===== src/rtl/mem_port_if.sv =====
// External word-wide req/ack memory bus between mem_port (master) and the memory (slave).
interface mem_port_if;
    logic        bus_req;
    logic        bus_we;
    logic [31:0] bus_addr;
    logic [3:0]  bus_be;
    logic [31:0] bus_wdata;
    logic [31:0] bus_rdata;
    logic        bus_ack;

    modport master (
        output bus_req, bus_we, bus_addr, bus_be, bus_wdata,
        input  bus_rdata, bus_ack
    );

    modport slave (
        input  bus_req, bus_we, bus_addr, bus_be, bus_wdata,
        output bus_rdata, bus_ack
    );
endinterface


===== src/rtl/mem_port.sv =====
// Byte/half/word load-store stage: turns one datapath request into a single
// req/ack bus transaction and returns lane-selected, extended load data.
module mem_port #(
    parameter int TIMEOUT = 64
) (
    input  logic        clk,
    input  logic        reset_n,
    input  logic        req_valid,
    input  logic        req_wr,
    input  logic [1:0]  req_size,
    input  logic        req_unsigned,
    input  logic [31:0] mem_addr,
    input  logic [31:0] mem_data_input,
    output logic [31:0] mem_data_output,
    output logic        busy,
    output logic        done,
    output logic        fault,
    mem_port_if.master  bus
);
    localparam int CNT_W = (TIMEOUT > 1) ? $clog2(TIMEOUT + 1) : 1;

    typedef enum logic [1:0] {IDLE, ACCESS, RESP} state_t;

    state_t             state_q, state_d;
    logic               fault_q, fault_d;
    logic               req_q, req_d;
    logic               we_q, we_d;
    logic [31:0]        addr_q, addr_d;
    logic [3:0]         be_q, be_d;
    logic [31:0]        wdata_q, wdata_d;
    logic [31:0]        rdata_q, rdata_d;
    logic [1:0]         lo_q, lo_d;
    logic [1:0]         size_q, size_d;
    logic               uns_q, uns_d;
    logic [CNT_W-1:0]   cnt_q, cnt_d;

    function automatic logic access_ok(input logic [1:0] sz, input logic [1:0] lo);
        case (sz)
            2'd0:    access_ok = 1'b1;
            2'd1:    access_ok = (lo[0] == 1'b0);
            2'd2:    access_ok = (lo == 2'b00);
            default: access_ok = 1'b0;
        endcase
    endfunction

    function automatic logic [3:0] lane_be(input logic [1:0] sz, input logic [1:0] lo);
        case (sz)
            2'd0:    lane_be = 4'b0001 << lo;
            2'd1:    lane_be = 4'b0011 << {lo[1], 1'b0};
            default: lane_be = 4'b1111;
        endcase
    endfunction

    function automatic logic [31:0] lane_wdata(input logic [1:0] sz, input logic [31:0] d);
        case (sz)
            2'd0:    lane_wdata = {4{d[7:0]}};
            2'd1:    lane_wdata = {2{d[15:0]}};
            default: lane_wdata = d;
        endcase
    endfunction

    // Shift the addressed lane down to bit 0, then extend to the full word.
    function automatic logic [31:0] load_extract(input logic [31:0] rd, input logic [1:0] lo,
                                                 input logic [1:0] sz, input logic uns);
        logic [31:0] sh;
        sh = rd >> {lo, 3'b000};
        case (sz)
            2'd0:    load_extract = uns ? {24'd0, sh[7:0]}  : {{24{sh[7]}}, sh[7:0]};
            2'd1:    load_extract = uns ? {16'd0, sh[15:0]} : {{16{sh[15]}}, sh[15:0]};
            default: load_extract = rd;
        endcase
    endfunction

    always_comb begin
        state_d = state_q;
        fault_d = fault_q;
        req_d   = req_q;
        we_d    = we_q;
        addr_d  = addr_q;
        be_d    = be_q;
        wdata_d = wdata_q;
        rdata_d = rdata_q;
        lo_d    = lo_q;
        size_d  = size_q;
        uns_d   = uns_q;
        cnt_d   = cnt_q;
        case (state_q)
            IDLE: begin
                if (req_valid) begin
                    lo_d   = mem_addr[1:0];
                    size_d = req_size;
                    uns_d  = req_unsigned;
                    if (access_ok(req_size, mem_addr[1:0])) begin
                        state_d = ACCESS;
                        req_d   = 1'b1;
                        we_d    = req_wr;
                        addr_d  = {mem_addr[31:2], 2'b00};
                        be_d    = lane_be(req_size, mem_addr[1:0]);
                        wdata_d = lane_wdata(req_size, mem_data_input);
                        cnt_d   = '0;
                    end else begin
                        state_d = RESP;
                        fault_d = 1'b1;
                    end
                end
            end
            ACCESS: begin
                if (bus.bus_ack) begin
                    state_d = RESP;
                    req_d   = 1'b0;
                    fault_d = 1'b0;
                    if (!we_q) rdata_d = load_extract(bus.bus_rdata, lo_q, size_q, uns_q);
                end else if (TIMEOUT > 0) begin
                    if (cnt_q == CNT_W'(TIMEOUT - 1)) begin
                        state_d = RESP;
                        req_d   = 1'b0;
                        fault_d = 1'b1;
                    end else begin
                        cnt_d = cnt_q + CNT_W'(1);
                    end
                end
            end
            RESP: begin
                state_d = IDLE;
                fault_d = 1'b0;
                cnt_d   = '0;
            end
            default: state_d = IDLE;
        endcase
    end

    always_ff @(posedge clk or negedge reset_n) begin
        if (!reset_n) begin
            state_q <= IDLE;
            fault_q <= 1'b0;
            req_q   <= 1'b0;
            we_q    <= 1'b0;
            addr_q  <= '0;
            be_q    <= '0;
            wdata_q <= '0;
            rdata_q <= '0;
            lo_q    <= '0;
            size_q  <= '0;
            uns_q   <= 1'b0;
            cnt_q   <= '0;
        end else begin
            state_q <= state_d;
            fault_q <= fault_d;
            req_q   <= req_d;
            we_q    <= we_d;
            addr_q  <= addr_d;
            be_q    <= be_d;
            wdata_q <= wdata_d;
            rdata_q <= rdata_d;
            lo_q    <= lo_d;
            size_q  <= size_d;
            uns_q   <= uns_d;
            cnt_q   <= cnt_d;
        end
    end

    assign busy            = (state_q != IDLE);
    assign done            = (state_q == RESP);
    assign fault           = fault_q;
    assign mem_data_output = rdata_q;
    assign bus.bus_req     = req_q;
    assign bus.bus_we      = we_q;
    assign bus.bus_addr    = addr_q;
    assign bus.bus_be      = be_q;
    assign bus.bus_wdata   = wdata_q;
endmodule

===== src/flat_wrapper.sv =====
// flat-port wrapper written by rule: the top's interface ports become plain ports
module mem_port_flat 
#(
    parameter int TIMEOUT = 64
)
  (clk, reset_n, req_valid, req_wr, req_size, req_unsigned, mem_addr, mem_data_input, mem_data_output, busy, done, fault, bus_bus_req, bus_bus_we, bus_bus_addr, bus_bus_be, bus_bus_wdata, bus_bus_rdata, bus_bus_ack);
  mem_port_if bus_i ();
  input  logic clk;
  input  logic reset_n;
  input  logic req_valid;
  input  logic req_wr;
  input  logic [1:0] req_size;
  input  logic req_unsigned;
  input  logic [31:0] mem_addr;
  input  logic [31:0] mem_data_input;
  output logic [31:0] mem_data_output;
  output logic busy;
  output logic done;
  output logic fault;
  output wire logic [$bits(bus_i.bus_req)-1:0] bus_bus_req;
  output wire logic [$bits(bus_i.bus_we)-1:0] bus_bus_we;
  output wire logic [$bits(bus_i.bus_addr)-1:0] bus_bus_addr;
  output wire logic [$bits(bus_i.bus_be)-1:0] bus_bus_be;
  output wire logic [$bits(bus_i.bus_wdata)-1:0] bus_bus_wdata;
  input wire logic [$bits(bus_i.bus_rdata)-1:0] bus_bus_rdata;
  input wire logic [$bits(bus_i.bus_ack)-1:0] bus_bus_ack;
  assign bus_bus_req = bus_i.bus_req;
  assign bus_bus_we = bus_i.bus_we;
  assign bus_bus_addr = bus_i.bus_addr;
  assign bus_bus_be = bus_i.bus_be;
  assign bus_bus_wdata = bus_i.bus_wdata;
  assign bus_i.bus_rdata = bus_bus_rdata;
  assign bus_i.bus_ack = bus_bus_ack;
  mem_port #(.TIMEOUT(TIMEOUT)) u_core (.clk(clk), .reset_n(reset_n), .req_valid(req_valid), .req_wr(req_wr), .req_size(req_size), .req_unsigned(req_unsigned), .mem_addr(mem_addr), .mem_data_input(mem_data_input), .mem_data_output(mem_data_output), .busy(busy), .done(done), .fault(fault), .bus(bus_i));
endmodule

===== config.mk =====
export PLATFORM = sky130hd
export DESIGN_NAME = mem_port_flat
export DESIGN_NICKNAME = d
export VERILOG_FILES = /design/src/rtl/mem_port_if.sv /design/src/rtl/mem_port.sv /design/src/flat_wrapper.sv
export SDC_FILE = /design/constraint.sdc
export NUM_CORES = 1
export LEC_CHECK = 0
export BUFFER_PORTS_ARGS = -buffer_cell sky130_fd_sc_hd__clkbuf_2
export CORE_MARGIN = 2
export CORE_UTILIZATION = 49
export CTS_CLUSTER_DIAMETER = 60
export CTS_CLUSTER_SIZE = 20
export DETAILED_ROUTE_END_ITERATION = 6
export GPL_TIMING_DRIVEN = 0
export PLACE_DENSITY = 0.8
export SYNTH_ARGS = -nofsm -noshare
export SYNTH_HDL_FRONTEND = slang
export SYNTH_SLANG_ARGS = --single-unit

===== constraint.sdc =====
create_clock -name clk -period 1.7 [get_ports clk]
set_input_delay 0.085 -clock clk [delete_from_list [all_inputs] [get_ports clk]]
set_output_delay 0.085 -clock clk [all_outputs]
set_load 0.005 [all_outputs]

Word level (Yosys, flattened, before mapping). Index checks and enable logic that the tools add are counted.

Register bits: 115. Logic and storage cells: 72.

Reduce and logical (&&, ||, !) cells: 14. Shift operators: 3. Equal/unequal tests: 12. Mux-type cells: 28. Bitwise operators: 2. $add $sub $neg: 1.

Operators with widths (number): one-hot mux 32 bit (2 select lines) (2); 2-to-1 mux 32 bit (2); >> shifter 32 x 5 -> 16 bit (1); 2-to-1 mux 7 bit (4); one-hot mux 7 bit (3 select lines) (1); 2-to-1 mux 1 bit (10); logical NOT 2 bit (4); 2-to-1 mux 2 bit (4); != test 2 bit, second input constant (4); one-hot mux 4 bit (2 select lines) (1); AND reduction 4 bit (2); adder 7 x 1 -> 7 bit, second input constant (1); equality test 7 x 6 -> 1 bit, second input constant (1); equality test 2 x 1 -> 1 bit, second input constant (3); one-hot mux 1 bit (3 select lines) (2); AND reduction 3 bit (2); AND reduction 5 bit (1); equality test 2 bit, second input constant (2); one-hot mux 2 bit (2 select lines) (1); AND reduction 2 bit (2); nonzero test 2 bit (2); << shifter 1 x 2 -> 4 bit, first input constant (1); << shifter 2 x 2 -> 4 bit, first input constant (1); != test 3 x 2 -> 1 bit, second input constant (1); 4 further kinds (5).

Longest topological paths before layout.
Depth in word-level cells: 7. Mapped depth: 7.

Worst setup path before layout. No wires, ideal clock.

Kind: register to register. From: reg u_core.state_q[0]. To: reg u_core.addr_q[16], in the netlist u_core.bus.bus_addr[16]. Path slack: 0.162 ns. Required time: 1.572 ns. Cell stages (with the launch flop): 5. Data arrival time: 1.410 ns. Buffers on the path: 1. Library setup time: 0.128 ns. Period minus slack after synthesis: 1.538 ns. Cells stage by stage: dfrtp_1 nor3b_2 o21ai_2 buf_2 mux2_1.

Cells in the longest elaborated chain, start to end: 2.

Ends and longest elaborated chain: start: declaration (line mem_port.sv:24) `state_t state_q, state_d;`; start signal: assignment (line mem_port.sv:147) `state_q <= state_d;`; logical NOT 2 bit (line mem_port.sv:87) `case (state_q)`; AND reduction 3 bit (no source line); end signal: assignment (line mem_port.sv:151) `addr_q <= addr_d;`; end: declaration (line mem_port.sv:28) `logic [31:0] addr_q, addr_d;`.

No other way between the ends. A chain may end at the register's enable or synchronous reset.

Worst setup path after layout.
From: reg u_core.state_q[0]. To: reg u_core.wdata_q[22], in the netlist u_core.bus.bus_wdata[22].

Cells in the longest elaborated chain, start to end: 2.

Ends and longest elaborated chain: logical NOT 2 bit (line mem_port.sv:87); AND reduction 3 bit (no source line); end signal: assignment (line mem_port.sv:153) `wdata_q <= wdata_d;`; end: declaration (line mem_port.sv:30) `logic [31:0] wdata_q, wdata_d;`.

No other way between the ends.

==> metrics.md <==
| Metric | Value |
|---|---|
| Clock buffers created by TritonCTS | `17` |
| EDFF count, synth | `0` |
| Worst Tran Pin Value | `0.909 ns` |
| Clk_lat worst skew | `0.52 ns` |
| Post-layout min period | `1.67 ns` |
| RSZ-0062 raised after global routing | `yes` |
| First-pass DRT Iterations | `5` |
| Post-route DRC violation count | `0` |
| Nets@finish | `983` |
| Cell Pwr Density | `1480 nW/um^2` |
| Warnings, synthesis | `0` |
| Critical Path RT | `2.10 ns` |
| # IOs | `approximately 210` |
| Core footprint | `10800 um^2` |
| Worst vdd ir | `~850 uV` |
| Die height | `about 110 um` |
| Top Layer Used | `met4` |
| Area grow syn2layout | `57.6%` |
| Leakage | `about 4.2 nW` |
| Hold_buf cts | `105` |
| GPL Wtd Cong | `0.892` |
| Mapped cell area | `between 5000 and 6000 um^2` |
| Share of layout cells above drive strength 1 | `0.371` |
| DIE AREA | `12000 um^2` |
| Met3 wire length | `between 1.5 and 2 mm` |
| FP Rows | `38` |
| Pins Over Slew Limit | `0` |
| CTS tree | `built` |
| Worst Path Class, Setup | `flop to flop` |
| Post-route antenna net violation count | `0` |
| Post-route insts no fill | `1031` |
| Final Cycle Share | `0.981` |
| Antenna diodes | `0` |
| CTS Buffer Depth | `2` |
| Detailed Place HPWL | `roughly 12 mm` |
| First-pass GRT wire length | `29.2 mm` |
| Die width | `110 um` |
| Initial antenna violation count | `0` |
| Number of vias per cell | `5.64` |
| CTS root buffer | `clkbuf_8` |
| Initial DRC count | `506` |
| TNS Setup | `0 ns` |
| Worst-path clk slew | `0.05 ns` |
| CP Launch Type | `flop` |
| Vias | `roughly 5800` |
| PortBufs | `203` |
| Final Hold Fails | `2` |
| Netlist cell types | `54` |
| Worst Skew | `0.00790 ns` |
| H-tree Lvls | `4` |
| Commonest non-fill, non-tap cell in the layout | `clkbuf_2` |
| Area contributors post-synth | `dfrtp_1 53%, mux2i_1 6.8%, mux2_2 6.4%` |
| Starting Density | `0.504` |
| Cell taking the most area after synthesis | `dfrtp_1` |
| Post-Place Cells | `roughly 880` |
| Most frequent cells in the layout | `207 x clkbuf_2, 113 x dfrtp_1, 105 x dlygate4sd3_1` |
| Final setup viols | `0` |
| Area share of the largest cell type after synthesis | `0.526` |
| Primary FF master, synth | `dfrtp_1` |
| Wirelength, routed | `19.2 mm` |
| Status | `finished, violations left` |
| Clk sinks | `115` |
| Min Hold Slack | `-0.0696 ns` |
| Metal2 WL | `9.62 mm` |
| CP endpoint kind | `flop` |
| Met1 wire length | `about 7.0 mm` |
| Wire per inst | `roughly 19 um` |
| #FFs+latches synth | `115` |
| Tightest Hold Check Type | `primary input to flop` |
| Register area share after synthesis | `0.526` |
| Maximum clock rate | `between 500 and 600 MHz` |
| Asr flop ratio synth | `1.00` |
| Vias in the first global route | `5976` |
| GRT overflow | `0` |
| Syn avg cell area | `slightly above 10 um^2` |
| Maximum fanout along the worst path | `10` |
| Total Routing Usage GR | `0.322` |
| Critical Path AT | `roughly 2.1 ns` |
| Failing checks | `hold timing` |
| Maxcap violations | `0` |
| Cells after Synth | `538` |
| Largest net degree at the start of global routing | `116` |
| Relative slew slack | `0.394` |
-- power breakdown --
group          internal [W]  switching [W]  leakage (nW)
Sequential          0.00388       0.000795          1.40
Clock               0.00245        0.00122         0.295
Combinational       0.00218        0.00227          2.52
Total               0.00851        0.00428          4.21
-- logic make-up (layout without fill, tap and decap cells) --
family | Yosys count | count (layout) | share of synthesized area
and+or+nand+nor | 187 | 187 | 0.163
adders and majority gates | 1 | 1 | 0.00229
muxes | 76 | 76 | 0.148
DFF | 115 | 115 | 0.526
AOI/OAI and AO/OA | 111 | 111 | 0.120
xor gates and xnor gates | 1 | 1 | 0.00160
buffers and inverters | 46 | 398 | 0.0380
other | 1 | 2 | 0.000686
-- state kept, by name, summed over array words and instances (netlist names) --
signal                  count
u_core.bus.bus_wdata       32
u_core.mem_data_output     32
u_core.bus.bus_addr        30
u_core.cnt_q                7
u_core.bus.bus_be           4
u_core.lo_q                 2
u_core.size_q               2
u_core.state_q              2
u_core.bus.bus_req          1
u_core.bus.bus_we           1
u_core.fault                1
u_core.uns_q                1
-- routing by layer --
metal	vias to the layer above	global-route usage
met4	0	0.163
met3	73	0.0937
met5	-	0
li1	2569	-
met1	2764	0.358
met2	406	0.560
-- critical path: stages (launching register included) --
cell and delay (ns):
dfrtp_2 0.44, nor3b_4 0.28, o21ai_4 0.13, buf_4 0.17, clkbuf_1 0.22, o21ai_0 0.31
-- stage by stage --
stage               setup WS, ns  power (W)  utilization  instance area (um^2)
global route             -0.0280     0.0135        0.795                  8620
finish                    0.0322     0.0128        0.795                  8620
global placement           -1.07    0.00821        0.615                  6660
detailed placement        -0.215    0.00838        0.615                  6670
CTS                      -0.0127     0.0124        0.778                  8430
floorplan                  0.162    0.00647            -                  5470
-- cell usage after synthesis (4+ instances only) --
| library cell | n |
|---|---|
| o21ai_1 | 6 |
| buf_4 | 4 |
| a21o_1 | 7 |
| nor2_1 | 28 |
| mux2_2 | 31 |
| inv_1 | 7 |
| nor3b_1 | 7 |
| nand2b_1 | 8 |
| clkbuf_1 | 16 |
| mux2_1 | 8 |
| buf_2 | 16 |
| nand3_1 | 36 |
| o21ai_0 | 49 |
| nand2_1 | 82 |
| a211oi_1 | 7 |
| dfrtp_1 | 115 |
| nor3_1 | 5 |
| mux2i_1 | 37 |
| a21oi_1 | 21 |
| nor2b_1 | 4 |
-- area by class of cell --
cell class	instances	area, um^2
Sequential cell	115	2880
Multi-Input combinational cell	378	2510
Fill cell	624	2220
Timing Repair Buffer	321	2170
Clock buffer	22	453
Buffer	38	243
Tap cell	140	175
Clock inverter	10	155
Inverter	7	26.3
-- path summary, 6_finish.rpt --
path	start	end	slack (ns)	cells after the start
setup / recovery	u_core.state_q[0]$_DFFE_PN0P_	u_core.bus.bus_wdata[22]$_DFFE_PN0P_	0.03	5
hold reg to reg	u_core.mem_data_output[5]$_DFFE_PN0P_	u_core.mem_data_output[5]$_DFFE_PN0P_	0.48	2
setup reg to reg	u_core.state_q[0]$_DFFE_PN0P_	u_core.bus.bus_wdata[22]$_DFFE_PN0P_	0.03	5
max in group asynchronous	reset_n	u_core.state_q[0]$_DFFE_PN0P_	0.75	2
min in group asynchronous	reset_n	u_core.mem_data_output[29]$_DFFE_PN0P_	0.26	2
hold / removal	req_size[1]	u_core.bus.bus_be[1]$_DFFE_PN0P_	-0.07	2
-- timing repair --
item / CTS / global route
resized for setup: 21 / 40
setup buffers: 3 / 10
pin swaps: 3 / 6
hold endpoints to repair: 219 / 2
setup endpoints to repair: 96 / 41
(Power assumes the default switching activity.)
